$ cat src/rtl/if_stage.sv
// Instruction-fetch stage and IF/ID pipeline register for the LEGv8 core.
// Keeps the PC, issues one fetch at a time to instruction memory, and holds
// the fetched instruction in IF/ID. A skid buffer catches a response that
// lands while ID is stalled. A taken branch redirects the PC and flushes IF/ID.
// A response to a fetch that a branch made stale is absorbed in DROP.

module if_stage #(
    parameter int unsigned          INST_SIZE = 32,
    parameter int unsigned          ADDR_SIZE = 64,
    parameter logic [ADDR_SIZE-1:0] RESET_PC  = '0
) (
    input  logic                 clk,
    input  logic                 rst_n,
    input  logic                 stall,
    input  logic                 br_taken,
    input  logic [ADDR_SIZE-1:0] br_target,
    output logic                 imem_req,
    output logic [ADDR_SIZE-1:0] imem_addr,
    input  logic                 imem_rvalid,
    input  logic [INST_SIZE-1:0] imem_rdata,
    output logic                 if_id_valid,
    output logic [ADDR_SIZE-1:0] if_id_pc,
    output logic [INST_SIZE-1:0] if_id_inst,
    output logic [10:0]          opcode
);

    // IDLE : one dead cycle after reset before the first fetch
    // ISSUE: request on the bus this cycle
    // WAIT : live request outstanding
    // HOLD : response parked in the skid buffer until the stall clears
    // DROP : request outstanding whose response must be thrown away
    typedef enum logic [2:0] {
        IDLE,
        ISSUE,
        WAIT,
        HOLD,
        DROP
    } fetchStateT;

    fetchStateT             state, stateNext;
    logic [ADDR_SIZE-1:0]   pcReg, pcNext;
    logic [INST_SIZE-1:0]   skidBuf, skidNext;
    logic                   ifIdValid, ifIdValidNext;
    logic [ADDR_SIZE-1:0]   ifIdPc, ifIdPcNext;
    logic [INST_SIZE-1:0]   ifIdInst, ifIdInstNext;

    logic [ADDR_SIZE-1:0]   brPc;
    logic [ADDR_SIZE-1:0]   pcPlus4;

    // Branch targets are word aligned by clearing the two low bits.
    assign brPc    = br_target & ~ADDR_SIZE'(3);
    // The increment wraps naturally modulo 2^ADDR_SIZE.
    assign pcPlus4 = pcReg + ADDR_SIZE'(4);

    // Next-state, next-PC and IF/ID load decisions; redirect outranks stall.
    always_comb begin
        // NOTE: every signal gets its hold value first so no path through the
        // case statements leaves it unassigned and infers a latch.
        stateNext     = state;
        pcNext        = pcReg;
        skidNext      = skidBuf;
        ifIdValidNext = ifIdValid;
        ifIdPcNext    = ifIdPc;
        ifIdInstNext  = ifIdInst;

        if (br_taken) begin
            ifIdValidNext = 1'b0;
            pcNext        = brPc;
            skidNext      = '0;
            unique case (state)
                IDLE:    stateNext = ISSUE;
                ISSUE:   stateNext = DROP;
                WAIT:    stateNext = imem_rvalid ? ISSUE : DROP;
                HOLD:    stateNext = ISSUE;
                DROP:    stateNext = imem_rvalid ? ISSUE : DROP;
                default: stateNext = IDLE;
            endcase
        end else begin
            unique case (state)
                IDLE: begin
                    stateNext = ISSUE;
                end
                ISSUE: begin
                    stateNext = WAIT;
                end
                WAIT: begin
                    if (imem_rvalid) begin
                        if (stall) begin
                            skidNext  = imem_rdata;
                            stateNext = HOLD;
                        end else begin
                            ifIdValidNext = 1'b1;
                            ifIdPcNext    = pcReg;
                            ifIdInstNext  = imem_rdata;
                            pcNext        = pcPlus4;
                            stateNext     = ISSUE;
                        end
                    end
                end
                HOLD: begin
                    if (!stall) begin
                        ifIdValidNext = 1'b1;
                        ifIdPcNext    = pcReg;
                        ifIdInstNext  = skidBuf;
                        pcNext        = pcPlus4;
                        stateNext     = ISSUE;
                    end
                end
                DROP: begin
                    if (imem_rvalid) begin
                        stateNext = ISSUE;
                    end
                end
                default: begin
                    stateNext = IDLE;
                end
            endcase
        end
    end

    // State, PC, skid buffer and IF/ID register update.
    always_ff @(posedge clk or negedge rst_n) begin
        if (!rst_n) begin
            state     <= IDLE;
            pcReg     <= RESET_PC;
            // NOTE: the skid buffer and IF/ID data fields are plain flops, not
            // a memory array, so resetting them costs nothing and keeps the
            // opcode output at a known value straight out of reset.
            skidBuf   <= '0;
            ifIdValid <= 1'b0;
            ifIdPc    <= '0;
            ifIdInst  <= '0;
        end else begin
            // NOTE: non-blocking assignments so every flop samples the values
            // computed before this edge, independent of statement order.
            state     <= stateNext;
            pcReg     <= pcNext;
            skidBuf   <= skidNext;
            ifIdValid <= ifIdValidNext;
            ifIdPc    <= ifIdPcNext;
            ifIdInst  <= ifIdInstNext;
        end
    end

    // Memory request is decoded from state alone; the address is the PC flop.
    assign imem_req    = (state == ISSUE);
    assign imem_addr   = (state == ISSUE) ? pcReg : '0;

    assign if_id_valid = ifIdValid;
    assign if_id_pc    = ifIdPc;
    assign if_id_inst  = ifIdInst;
    assign opcode      = ifIdInst[31:21];

endmodule

$ cat config.mk
export PLATFORM = sky130hd
export DESIGN_NAME = if_stage
export DESIGN_NICKNAME = d
export VERILOG_FILES = /design/src/rtl/if_stage.sv
export SDC_FILE = /design/constraint.sdc
export NUM_CORES = 1
export LEC_CHECK = 0
export ABC_AREA = 1
export BUFFER_PORTS_ARGS = -buffer_cell sky130_fd_sc_hd__buf_4
export CAP_MARGIN = 0
export CORE_ASPECT_RATIO = 0.5
export CORE_UTILIZATION = 58
export CTS_CLUSTER_SIZE = 14
export DETAILED_ROUTE_END_ITERATION = 8
export PLACE_DENSITY = 0.87
export SLEW_MARGIN = 20
export SYNTH_ARGS = -nofsm -noshare
export SYNTH_HDL_FRONTEND = slang
export SYNTH_SLANG_ARGS = --single-unit
$ cat constraint.sdc
create_clock -name clk -period 2.8 [get_ports clk]
set_clock_uncertainty 0.05 [all_clocks]
set_input_delay 0.28 -clock clk [delete_from_list [all_inputs] [get_ports clk]]
set_output_delay 0.28 -clock clk [all_outputs]
set_load 0.005 [all_outputs]
## After elaboration in Yosys (flattened, before gate mapping)

Cells that the tools add are included.

- Register bits after elaboration: 196
- Output and inout bits: 173
- Word-level logic and storage cells: 59

- Add/subtract/negate cells: 1
- Equal/unequal tests: 10
- Muxes and demuxes: 28
- Bitwise logic cells: 1
- Reductions and logical operators: 13

Operators by type and width:

| cell | number |
|---|---|
| $mux W64 | 6 |
| $pmux W64 S2 | 2 |
| $mux W32 | 7 |
| $add A64 B3 Y64 const B | 1 |
| $pmux W32 S2 | 1 |
| $mux W3 | 5 |
| $pmux W3 S5 | 1 |
| $ne A3 B3 Y1 const B | 3 |
| $pmux W3 S3 | 1 |
| $reduce_and A3 Y1 | 3 |
| $reduce_bool A2 Y1 | 4 |
| $eq A3 B2 Y1 const B | 2 |
| $ne A2 B2 Y1 const B | 3 |
| $reduce_and A5 Y1 | 1 |
| $reduce_or A2 Y1 | 2 |
| $eq A3 B1 Y1 const B | 1 |
| $eq A3 B3 Y1 const B | 1 |
| $logic_not A3 Y1 | 1 |
| $mux W1 | 3 |
| $reduce_bool A3 Y1 | 1 |
| $mux W2 | 1 |
| $pmux W1 S2 | 1 |
| $reduce_and A2 Y1 | 1 |
| $not A1 Y1 | 1 |

## Longest topological paths before layout

- Word-level depth: 5
- Gate-level depth with buffers: 11

## Worst setup path before layout

OpenSTA, ideal clock, no wires.

- Kind: flip-flop to flip-flop
- Start point: register pcReg[2]
- End point: register pcReg[62]
- Setup time: 116 ps
- Arrival time: 1462 ps
- Required time: 2634 ps
- Path slack: 1172 ps
- Stages on the path, launching flop included: 11
- Path buffers: 0
- Period minus slack after synthesis: 1628 ps
- Path through: dfrtp_1 > ha_1 > nand2_1 > nor2_2 > nand2_2 > nor2_1 > nand2_1 > o21ai_1 > nand3_1 > nand2_1 > nand2_1

- Word-level cells in the longest chain between the ends: 5

Ends and longest elaborated chain:

| element | RTL line | RTL |
|---|---|---|
| from (decl) | 41 | `logic [ADDR_SIZE-1:0] pcReg, pcNext;` |
| from (signal assigned) | 137 | `pcReg <= pcNext;` |
| $add A64 B3 Y64 (*) | 53 | `assign pcPlus4 = pcReg + ADDR_SIZE'(4);` |
| $mux W64 (*) | 88, 101 |  |
| $mux W64 | 87 | `if (imem_rvalid) begin` |
| $pmux W64 S2 (*) | 79 | `unique case (state)` |
| $mux W64 (*) | 66 | `if (br_taken) begin` |

Mark *: on every way between the ends. The rest lies on a longest branch, timed or not. The select of a mux whose other input is x is not followed.
A chain may end at the register's enable or synchronous reset.

## Worst setup path in the final report

- Start point: register state[0]
- End point: output port imem_addr[48]

- Word-level cells in the longest chain between the ends: 2

Ends and longest elaborated chain:

| element | RTL line | RTL |
|---|---|---|
| from (decl) | 40 | `fetchStateT state, stateNext;` |
| from (signal assigned) | 136 | `state <= stateNext;` |
| $eq A3 B1 Y1 | 147 | `assign imem_addr = (state == ISSUE) ? pcReg : '0;` |
| $mux W64 | 147 |  |
| to (decl) | 18 | `output logic [ADDR_SIZE-1:0] imem_addr,` |

Every way passes these cells.

==> qor.yml <==
slowest_delay_ps: 450
leakage_uw: 0.00668
slowest_stage: "dfrtp_1"
synth_seq_cells: 192
dr.first_iter.drc_count: 861
tightestPinTransition_ps: 984
regToRegStartpoint: "pcReg[2]"
rsz0062_at_grt: "false"
critPathMaxFanout: 63
std_cell_rows: 34
clk_latency_ps: 440
fin_nets: 1784
vias: 10800
tns_ps: 0
period_needed_ps: 2400
p_comb_frac: 0.367
swShare: 0.365
post-place-ws_ps: 685
hold_viol: 0
grt_overflow: 0
portBuffers: 267
final_util: 0.755
yosys_warnings: 0
cp.required_ps: 2470
io_pins: 274
finalSetupViolCount: 0
synth_top_area_frac: 0.462
routedWlPerCell_um: 17.4
synth.avg_cell_area_sq_um: 7.20
clockBufferDepth: 2
layout-drive-gt1-share: 0.211
dp.final_hpwl_um: 24500
cp_cell_sequence: "inv_1 -> nor3_2 -> inv_4 -> nor2_1 -> buf_4"
critPathLaunch: "state[0]"
slew_headroom: 0.342
cp-endpoint: "imem_addr[48]"
coreArea_sq_mm: 0.0174
place_congestion: 0.955
async_reset_ff_frac: 1.00
synthTopCellsByCount: "nand2_1 (461), nor2_1 (218), dfrtp_1 (192), inv_1 (129), o21ai_0 (122)"
dr.pass1.iters: 6
cts-htree-levels: 4
rr_endpoint: "pcReg[38]"
drtAntennaViolNets: 0
ys_types: 39
pwr-share-seq: 0.394
ys.flop_type: "dfrtp_1"
pwr-share-clk: 0.239
cp.depth: 5
dieArea_sq_mm: 0.0185
synth_area_leaders: "dfrtp_1 (46%), nand2_1 (17%), nor2_1 (7.9%)"
rr_worst_depth: 10
fillers: 1327
synth-edff-count: 0
yosysSeqAreaShare: 0.462
cts_tree: "yes"
syn_inst: 1444
final_cells: 1929
hp-class: "in2reg"
dieWidth_um: 191
rrSetupSlack_ps: 590
crit_type: "reg2out"
routed_wl_um: 33700
finalMaxSlewViolations: 0
root_buffer: "clkbuf_16"
synth_area_sq_mm: 0.0104
clkTransAtPathRegs_ps: 80
cpLargestDelayFamily: "buffers and inverters"
gr-usage-all-layers: 0.370
chipHeight_um: 96.7
placed_area_sq_mm: 0.0125
grt_pass1_vias: 9993
cap_violations: 0
final_area_sq_mm: 0.0132
cp.arrival_ps: 2070
grt_max_degree: 65
startpoint_type: "register"
antenna_found_initial: 0
grt_pass1_wl_um: 53000
via_per_inst: 5.60
max_freq_ghz: 0.417
dp_cells: 1895
cts.sinks: 192
drc: 0
path_buf_inv: 3
area_growth_syn_to_layout_pct: 26.6
synth.largest_area_cell: "dfrtp_1"
cts_buffers: 17
intPower_uw: 6770
end_kind: "output port"
initial_core_util: 0.596
cts_setup_buffers: 0
fin_ws_ps: 403
finalCritPeriodShare: 0.856
yosysMostFrequentCell: "nand2_1"
status: "completed"
switching_power_uw: 3890
antenna_cells: 0
power.density_mw_per_mm2: 810
vdd_drop_max_mv: 0.568
metal layers:
| layer | GRT usage | share of wire | vias up |
|---|---|---|---|
| met5 | 0 | 0 | - |
| met1 | 0.517 | 0.42 | 5181 |
| met4 | 0.0873 | 0.018 | 0 |
| met3 | 0.0856 | 0.097 | 54 |
| met2 | 0.587 | 0.46 | 513 |
| li1 | - | - | 5045 |
power groups by stage:
stage / Combinational (uW) / Clock [uW] / Sequential [uW]
6_report: 3920 / 2550 / 4200
5_1_grt: 4320 / 2660 / 4290
4_1_cts: 3930 / 2560 / 4180
3_5_place_dp: 3890 / 0 / 4210
3_3_place_gp: 3770 / 0 / 4170
2_1_floorplan: 1800 / 0 / 4140
flip-flops by register name, indices dropped and copies added, names as in the netlist:
signal and count:
pcReg 62, if_id_pc 62, if_id_inst 32, skidBuf 32, state 3, if_id_valid 1
worst reg2reg max path, stage by stage, from the launching register on:
cell and delay (ps):
dfrtp_1 420, ha_1 270, nand2_1 140, nor2_2 200, nand2_2 170, nor2_4 230
nand2_1 160, nor2_2 190, nand2_1 70, nand3_1 90, nand2_1 90
worst min-delay path by stage:
stage                  startpoint            end  slack, ps  depth (start not counted)
floorplan                   rst_n  if_id_inst[0]        -70                          0
global placement            rst_n   if_id_pc[11]        260                          1
detailed placement          rst_n   if_id_pc[12]        270                          1
CTS                 br_target[13]      pcReg[13]          4                          3
global route        br_target[33]      pcReg[33]         20                          3
finish              br_target[13]      pcReg[13]         10                          3
cells by family (layout without fill, tap and decap cells):
logic type | Yosys count | after routing | share of synthesized area
and+or+nand+nor | 821 | 821 | 0.326
buffers and inverters | 214 | 462 | 0.0913
other | 1 | 4 | 0.000360
AOI/OAI and AO/OA | 209 | 209 | 0.114
xor gates and xnor gates | 6 | 6 | 0.00505
DFF | 192 | 192 | 0.462
adders and majority gates | 1 | 1 | 0.00120
placed cells by master, fill, tap and decap left out, types with 9 or more instances in the layout:
cell	count
inv_1	129
buf_4	287
nor2_1	218
o21a_1	12
o21ai_1	21
nand2_1	460
nand4_1	16
clkbuf_16	17
dfrtp_1	192
nand3_1	90
o21ai_0	122
nor2_2	9
o211ai_1	27
a21oi_1	9
cell type report:
cell class	instances	area (sq um)	area share
Sequential cell	192	4800	0.365
Multi-Input combinational cell	1041	4670	0.355
Timing Repair Buffer	294	2270	0.172
Clock buffer	17	425	0.0323
Inverter	136	513	0.0390
Clock inverter	15	189	0.0143
Tap cell	234	293	0.0222
metrics by stage:
stage | hold WS [ps] | total power [uW]
6_report | 10.3 | 10700
5_1_grt | 17.5 | 11300
4_1_cts | 4.21 | 10700
3_5_place_dp | 267 | 8100
3_3_place_gp | 256 | 7940
2_1_floorplan | -65.6 | 5930
what timing repair did:
action / CTS / global route
hold buffers: 2 / 0
endpoints found under the setup margin: 0 / 62
resized for setup: 0 / 2
endpoints found under the hold margin: 56 / 0
No activity file was read; power rests on OpenSTA's default activity.
